**src/rtl/pipe_stage_pkg.sv**
```systemverilog
// Shared types and constants for parametrised pipeline stage registers.
// States, default widths and the field layout of the default EX/MEM control word.
package pipe_stage_pkg;

    // Occupancy state of the two-entry stage (MAIN + SKID)
    typedef enum logic [1:0] {
        EMPTY = 2'd0,
        HALF  = 2'd1,
        FULL  = 2'd2
    } stage_state_e;

    localparam int unsigned DATA_W_DEF      = 32;
    localparam int unsigned NUM_DATA_DEF    = 4;
    localparam int unsigned CTRL_W_DEF      = 12;
    localparam int unsigned STALL_CNT_W_DEF = 16;

    // Default control word: {REG_WRITE_EN, WB_SEL[1:0], READ_WRITE[3:0], rd[4:0]}
    localparam int unsigned RD_LSB    = 0;
    localparam int unsigned RD_W      = 5;
    localparam int unsigned RW_LSB    = 5;
    localparam int unsigned RW_W      = 4;
    localparam int unsigned WBSEL_LSB = 9;
    localparam int unsigned WBSEL_W   = 2;
    localparam int unsigned REGWE_BIT = 11;

    // All-zero control: no register write, no memory access
    localparam logic [CTRL_W_DEF-1:0] CTRL_BUBBLE = '0;

    // Entries held in a given state
    function automatic logic [1:0] state_occupancy(input stage_state_e st);
        unique case (st)
            EMPTY:   return 2'd0;
            HALF:    return 2'd1;
            FULL:    return 2'd2;
            default: return 2'd0;
        endcase
    endfunction

endpackage

```
**src/rtl/pipe_stall_counter.sv**
```systemverilog
// Saturating stall-cycle counter with synchronous active-low reset.
// Only instantiated when EX_MEM_STALL_CNT_EN is defined.
module pipe_stall_counter #(
    parameter int unsigned STALL_CNT_W = 16
) (
    input  logic                   clk_i,
    input  logic                   rst_ni,
    input  logic                   inc_i,
    output logic [STALL_CNT_W-1:0] count_o
);

    logic [STALL_CNT_W-1:0] count_q, count_d;

    // Increment while requested, holding at all-ones
    always_comb begin
        count_d = count_q;
        if (inc_i && (count_q != {STALL_CNT_W{1'b1}})) begin
            count_d = count_q + 1'b1;
        end
    end

    // Counter register; only reset clears it
    always_ff @(posedge clk_i) begin
        if (!rst_ni) begin
            count_q <= '0;
        end else begin
            count_q <= count_d;
        end
    end

    assign count_o = count_q;

endmodule

```
**src/rtl/ex_mem_pipe_stage.sv**
```systemverilog
// EX/MEM pipeline stage: control word plus NUM_DATA data lanes behind a
// valid/ready handshake with a 2-entry skid buffer and synchronous flush.
// IN_READY depends only on registered state, so MEM stalls never form a
// combinational path back into EX.
// Optional stall counter enabled by macro EX_MEM_STALL_CNT_EN.
module ex_mem_pipe_stage
    import pipe_stage_pkg::*;
#(
    parameter int unsigned DATA_W      = DATA_W_DEF,
    parameter int unsigned NUM_DATA    = NUM_DATA_DEF,
    parameter int unsigned CTRL_W      = CTRL_W_DEF,
    parameter int unsigned STALL_CNT_W = STALL_CNT_W_DEF
) (
    input  logic                       CLK,
    input  logic                       RESET,
    input  logic                       IN_VALID,
    output logic                       IN_READY,
    input  logic [CTRL_W-1:0]          IN_CTRL,
    input  logic [NUM_DATA*DATA_W-1:0] IN_DATA,
    input  logic                       FLUSH,
    output logic                       OUT_VALID,
    input  logic                       OUT_READY,
    output logic [CTRL_W-1:0]          OUT_CTRL,
    output logic [NUM_DATA*DATA_W-1:0] OUT_DATA,
    output logic [1:0]                 OCCUPANCY
`ifdef EX_MEM_STALL_CNT_EN
    ,
    output logic [STALL_CNT_W-1:0]     STALL_COUNT
`endif
);

    localparam int unsigned DW = NUM_DATA * DATA_W;

    stage_state_e      state_q, state_d;
    logic [CTRL_W-1:0] main_ctrl_q, main_ctrl_d;
    logic [DW-1:0]     main_data_q, main_data_d;
    logic [CTRL_W-1:0] skid_ctrl_q, skid_ctrl_d;
    logic [DW-1:0]     skid_data_q, skid_data_d;

    logic push;
    logic pop;

    assign IN_READY  = (state_q != FULL);
    assign OUT_VALID = (state_q != EMPTY);
    assign push      = IN_VALID & IN_READY;
    assign pop       = OUT_VALID & OUT_READY;

    // Next-state and entry movement; MAIN always holds the oldest entry
    always_comb begin
        state_d     = state_q;
        main_ctrl_d = main_ctrl_q;
        main_data_d = main_data_q;
        skid_ctrl_d = skid_ctrl_q;
        skid_data_d = skid_data_q;
        if (FLUSH) begin
            // Squash everything; data lanes keep their stale values
            state_d     = EMPTY;
            main_ctrl_d = CTRL_W'(CTRL_BUBBLE);
            skid_ctrl_d = CTRL_W'(CTRL_BUBBLE);
        end else begin
            unique case (state_q)
                EMPTY: begin
                    if (push) begin
                        main_ctrl_d = IN_CTRL;
                        main_data_d = IN_DATA;
                        state_d     = HALF;
                    end
                end
                HALF: begin
                    if (push && pop) begin
                        main_ctrl_d = IN_CTRL;
                        main_data_d = IN_DATA;
                    end else if (push) begin
                        skid_ctrl_d = IN_CTRL;
                        skid_data_d = IN_DATA;
                        state_d     = FULL;
                    end else if (pop) begin
                        state_d = EMPTY;
                    end
                end
                FULL: begin
                    if (pop) begin
                        main_ctrl_d = skid_ctrl_q;
                        main_data_d = skid_data_q;
                        state_d     = HALF;
                    end
                end
                default: state_d = EMPTY;
            endcase
        end
    end

    // State and storage registers; reset beats flush and handshakes
    always_ff @(posedge CLK) begin
        if (!RESET) begin
            state_q     <= EMPTY;
            main_ctrl_q <= '0;
            main_data_q <= '0;
            skid_ctrl_q <= '0;
            skid_data_q <= '0;
        end else begin
            state_q     <= state_d;
            main_ctrl_q <= main_ctrl_d;
            main_data_q <= main_data_d;
            skid_ctrl_q <= skid_ctrl_d;
            skid_data_q <= skid_data_d;
        end
    end

    assign OUT_CTRL  = main_ctrl_q;
    assign OUT_DATA  = main_data_q;
    assign OCCUPANCY = state_occupancy(state_q);

`ifdef EX_MEM_STALL_CNT_EN
    pipe_stall_counter #(
        .STALL_CNT_W (STALL_CNT_W)
    ) u_stall_cnt (
        .clk_i   (CLK),
        .rst_ni  (RESET),
        .inc_i   (OUT_VALID & ~OUT_READY),
        .count_o (STALL_COUNT)
    );
`endif

endmodule
```
**config.mk**
```make
export PLATFORM = sky130hd
export DESIGN_NAME = ex_mem_pipe_stage
export DESIGN_NICKNAME = d
export VERILOG_FILES = /design/src/rtl/pipe_stage_pkg.sv /design/src/rtl/pipe_stall_counter.sv /design/src/rtl/ex_mem_pipe_stage.sv
export SDC_FILE = /design/constraint.sdc
export NUM_CORES = 1
export LEC_CHECK = 0
export CAP_MARGIN = 20
export CORE_MARGIN = 2
export CORE_UTILIZATION = 40
export CTS_CLUSTER_SIZE = 30
export DETAILED_ROUTE_END_ITERATION = 7
export PLACE_DENSITY = 0.64
export SLEW_MARGIN = 20
export SYNTH_ARGS = -nofsm -noshare
export SYNTH_HDL_FRONTEND = slang
export SYNTH_HIERARCHICAL = 1
export SYNTH_SLANG_ARGS = --single-unit
```
**constraint.sdc**
```tcl
create_clock -name CLK -period 1.8 [get_ports CLK]
set_input_delay 0.45 -clock CLK [delete_from_list [all_inputs] [get_ports CLK]]
set_output_delay 0.45 -clock CLK [all_outputs]
set_load 0.02 [all_outputs]
```
==> run metrics, run 1 <==
Die Wd=179 µm; Starting Density=0.404; RePlAce Congestion=between 0.7 and 0.8; clk sink count=between 200 and 300; CP Launch Type=flop; Seq/Total Area, Yosys=0.459; EDFF count, synth=0; Die ar.=32,200 µm²; minimum clock period=1750 ps; Min-Delay Path Depth=3; Avg Inst Size Synth=8.66 µm²; RSZ-0062 raised after global routing=no; drt pass-1 iters=4; top post-synthesis cells by area=dfxtp_1, nand2_1, mux2_2, o211ai_1, a21boi_0; register area=around 5700 µm²; R2R Setup Slk=around 70 ps; number of port buffers=288; most frequent cell after synthesis=nand2_1; Setup Viol. Count Final=0; syn_nets=1,566; grt ovf=0; clock skew=13.0 ps; Worst-Margin Slew=436 ps; first-pass GRT wire length=~54 mm; DRC viols=0; Via density=roughly 5.2; hold path startpoint=RESET; DP Wirelength=22.2 mm; Worst Path Buf+Inv=1; Yosys warning count=6; worst r2r path cells=6; min-delay worst type=primary input to flop; die height=179 µm; Worst path slowest cell=dlygate4sd2_1; Core ar.=30,400 µm²; clk buf depth=3; All-Layer GR Usage=0.207; top cell type's share of synthesized area=0.459; fillers=2,833; CP top delay family=buffers and inverters; Setup WS pre-CTS=-335 ps; CTS H-tree lvls=1; Distinct cells, synth=27; Worst IR Drop VDD=627 µV; final antenna-violating net count=0; clock-pin slew on the worst setup and hold paths=60 ps; CP max FO=2; final WL=34.6 mm; final hold violation count=0; initial drt markers=755; cells after synthesis=1,421; clock latency on the worst-skew pair=560 ps; MaxCap Viol Count=0; commonest cells in the synthesized netlist=nand2_1, dfxtp_1, mux2_2, o211ai_1, o21ai_1; number of cells on the critical path=1; antenna violations before repair=1; Mapped Area=12,300 µm²; Hold Buf Count CTS=0; nets=between 1,500 and 2,000; pwr dens=890 nW/µm²; LEAKAGE=6.44 nW; fmax=573 MHz; #FFs+latches synth=approximately 280; CP endpoint kind=output pin; worst flop-to-flop path startpoint=state_q[0]; pin count of the biggest net entering global routing=94; # IOs=289; Yosys top cell by area=dfxtp_1; vias in the first global route=~10,000; TritonCTS clock tree=built; Min-Delay Endpoint=OUT_DATA[111]; root buffer cell=clkbuf_16; final critical-path share of the clock period=0.969; setup TNS=0 ps; worst reg2reg path endpoint=OUT_DATA[50]; fraction of registers with async set/reset=0; share of cells above drive strength 1=0.146; TritonCTS Buffers=31; area of the multi-input gates=6030 µm²; slack of the critical path=~55 ps; crit path DAT=1300 ps; Wirelength per Cell=16.7 µm; run status=finished clean; Critical Path RT=about 1400 ps; Area growth syn-to-layout=34.6%; headroom to the max-slew limit=0.710; Rows=64; Final Slew Violations=0; largest stage delay on the critical path=410 ps; routed vias=10,800; most used flip-flop cell after synthesis=dfxtp_1; crit path kind=flop to output pin; crit path cell chain=dlygate4sd2_1
-- flip-flops by register name, indices dropped and copies added, names as in the netlist --
| register | cells |
|---|---|
| state_q | 2 |
| skid_ctrl_q | 12 |
| OUT_DATA | 128 |
| skid_data_q | 128 |
| OUT_CTRL | 12 |
-- worst max-delay path by stage --
stage | startpoint | to | slack, ps
after floorplan | state_q[0] | OUT_DATA[49] | 330
after global placement | OUT_READY | skid_data_q[16] | -290
after detailed placement | OUT_READY | skid_data_q[67] | -340
after CTS | OUT_DATA[4] | OUT_DATA[4] | 10
after global routing | state_q[0] | OUT_DATA[50] | 10
final | OUT_DATA[4] | OUT_DATA[4] | 50
-- repair_timing --
item	CTS	global route
setup buffers	1	0
setup endpoints to repair	144	1
gates resized for setup	162	1
-- cell families after synthesis --
kind of cell / count (synthesis) / synth area share
multiplexers: 129 / 0.118
flip-flops: 282 / 0.459
buffers and inverters: 138 / 0.0544
AND/OR/NAND/NOR: 460 / 0.144
AO/OA/AOI/OAI: 412 / 0.225
-- cells in the final DEF (no fill, tap or decap), drive strengths merged, types with 5 or more instances in the layout --
cell type,netlist,layout
o211ai,128,128
a21boi,129,129
buf,67,57
clkdlybuf4s50,0,142
nand2,432,432
dlygate4sd2,0,139
a21oi,12,12
dfxtp,282,282
clkbuf,70,50
o21ai,129,129
mux2,128,128
nand2b,5,5
nor2,17,17
a311oi,12,12
-- power by group --
part           switching [mW]  total (mW)  leakage [nW]  internal [mW]
Combinational           0.912        1.73          3.63          0.815
Clock                    2.59        6.48         0.520           3.90
Sequential              0.103        6.53          2.29           6.43
Total                    3.60        14.7          6.44           11.1
-- routing by layer --
layer	part of all wire	track usage
met1	0.44	0.275
met2	0.47	0.344
met3	0.054	0.0382
met4	0.028	0.0605
met5	0	0
-- per-stage QoR --
stage	hold slack (ps)	cells	utilization	power, mW	instance area (µm²)
after floorplan	433	1421	-	7.55	12300
after global placement	437	2018	0.515	8.50	15700
after detailed placement	443	2018	0.515	8.52	15700
after CTS	212	2076	0.544	14.9	16600
after global routing	220	2077	0.544	15.3	16600
final	236	2077	0.544	14.7	16600
-- layout make-up --
class / count / share of cell area
inverter: 1 / 0.000227
sequential: 282 / 0.341
clock buffer: 50 / 0.0578
tap: 396 / 0.0299
multi-input combinational: 1001 / 0.364
antenna: 1 / 0.000151
clock inverter: 7 / 0.00559
timing repair buffer: 339 / 0.201
Note: power is estimated with default switching activity, not from simulation.
==> inputs of run 2 (changes only) <==
Settings changed: SKIP_CTS_REPAIR_TIMING set to 1.
==> run 2 against run 1 <==
- worst hold slack worse by 1.7 ps
- largest cell class unchanged
- global-route usage down 0.12 points
- maximum frequency up 0.64%
- critical path type unchanged
- utilization up 1.8 points
==> run metrics, run 2 (synthesized netlist as in run 1, its figures left out) <==
run status=finished clean (unchanged); RSZ-0062 raised after global routing=no (unchanged); CTS H-tree lvls=1 (unchanged); final hold violation count=0 (unchanged); MaxCap Viol Count=0 (unchanged); clk sink count=282 (unchanged); internal power=11.2 mW (was 11.1 mW); fillers=2,730 (was 2,833); CP Launch Type=flop (unchanged); Via density=5.18 (about the same); min-delay worst type=primary input to flop (unchanged); leading cell types in the layout, fill and taps excluded=nand2_1, dfxtp_1, clkdlybuf4s50_1, dlymetal6s2s_1 (was nand2_1, dfxtp_1, clkdlybuf4s50_1, dlygate4sd2_1); headroom to the max-slew limit=0.707 (was 0.710); Final Slew Violations=0 (unchanged); root buffer cell=clkbuf_16 (unchanged); Core ar.=30,400 µm² (unchanged); DP Area=15,700 µm² (unchanged); DP Wirelength=22.2 mm (unchanged); TritonCTS clock tree=built (unchanged); number of port buffers=288 (unchanged); Tot Pwr=14.8 mW (was 14.7 mW); final critical-path share of the clock period=0.963 (was 0.969); final WL=34.8 mm (was 34.6 mm); routed vias=10,800 (about the same); combinational power share=0.122 (was 0.117); final antenna-violating net count=0 (unchanged); clock-pin slew on the worst setup and hold paths=60 ps (about the same); setup TNS=0 ps (unchanged); net switching power=3.60 mW (about the same); Clk pwr share=0.437 (was 0.440); # IOs=289 (unchanged); TritonCTS Buffers=31 (unchanged); grt ovf=0 (unchanged); Wirelength per Cell=16.7 µm (about the same); antenna violations before repair=1 (unchanged); Rows=64 (unchanged); CP endpoint kind=output pin (unchanged); clock skew=10.3 ps (was 13.0 ps); pin count of the biggest net entering global routing=94 (unchanged); Worst-Margin Slew=439 ps (was 436 ps); Area growth syn-to-layout=39.0% (was 34.6%); CP max FO=4 (was 2); initial drt markers=716 (was 755); Hold WS=234 ps (was 236 ps); Critical Path RT=1350 ps (about the same); clk buf depth=3 (unchanged); minimum clock period=1730 ps (was 1750 ps); DRC viols=0 (unchanged); pwr dens=867 nW/µm² (was 890 nW/µm²); All-Layer GR Usage=0.206 (was 0.207); crit path kind=flop to output pin (unchanged); crit path DAT=1280 ps (was 1300 ps); LEAKAGE=8.24 nW (was 6.44 nW); vias in the first global route=10,100 (about the same); die height=179 µm (unchanged); drt pass-1 iters=5 (was 4); RePlAce Congestion=0.769 (unchanged); clock latency on the worst-skew pair=560 ps (about the same); first-pass GRT wire length=54.1 mm (was 54.3 mm); Sw Share=0.243 (was 0.244); nets=1,802 (was 1,801); fmax=577 MHz (was 573 MHz); finished layout cell area=17,100 µm² (was 16,600 µm²); sequential power share=0.441 (was 0.443); most common cell after layout, fill and taps aside=nand2_1 (unchanged); share of cells above drive strength 1=0.147 (was 0.146); Die ar.=32,200 µm² (unchanged); Setup Viol. Count Final=0 (unchanged); Die Wd=179 µm (unchanged); Worst IR Drop VDD=627 µV (about the same); Starting Density=0.404 (unchanged)
==> run 2: cell count changes in the layout (fill, tap and decap cells not counted) <==
cell,delta
clkbuf_2,+2
clkdlybuf4s15_1,-1
dlymetal6s2s_1,+140
buf_4,+2
dlygate4sd2_1,-139
buf_2,-3
==> run 2: critical path, stage by stage (launching register included) <==
cell,delay (ps)
dfxtp_4,360
or2_4,250
buf_6,130
==> run 2: layer usage <==
layer | GRT usage | up-vias | wire length (µm)
met1 | 0.274 | 5110 | 15700
met4 | 0.0581 | 0 | 858
met3 | 0.0388 | 51 | 1760
met5 | 0 | - | 0
met2 | 0.342 | 230 | 16500
li1 | - | 5381 | -
==> run 2: power groups by stage <==
stage | registers [mW] | logic [mW] | clock network (mW)
3_3_place_gp | 6.68 | 1.83 | 0
5_1_grt | 6.55 | 1.95 | 6.88
2_1_floorplan | 6.85 | 0.703 | 0
4_1_cts | 6.54 | 1.85 | 6.65
3_5_place_dp | 6.68 | 1.84 | 0
6_report | 6.53 | 1.81 | 6.48
==> run 2: final timing paths <==
check,endpoint,from,cells past startpoint,slack (ps)
hold / removal,OUT_DATA[111],RESET,3,230
setup / recovery,OUT_VALID,state_q[1],2,70
setup reg to reg,OUT_DATA[50],state_q[0],6,110
hold reg to reg,skid_data_q[118],skid_data_q[118],2,450
==> run 2: metrics by stage <==
step / setup WS (ps) / instances / utilization
6_report: 66.0 / 2078 / 0.562
5_1_grt: 31.5 / 2078 / 0.562
4_1_cts: -453 / 2075 / 0.550
3_5_place_dp: -335 / 2018 / 0.515
3_3_place_gp: -288 / 2018 / 0.515
2_1_floorplan: 331 / 1421 / -
==> run 2: area by class of cell <==
cell class                      instances  area, µm²  area share
Timing Repair Buffer                  340       3860       0.226
Inverter                                1       3.75    0.000220
Antenna cell                            1       2.50    0.000146
Multi-Input combinational cell       1001       6030       0.353
Sequential cell                       282       5650       0.331
Clock inverter                          7       92.6     0.00542
Tap cell                              396        495      0.0290
Clock buffer                           50        957      0.0560
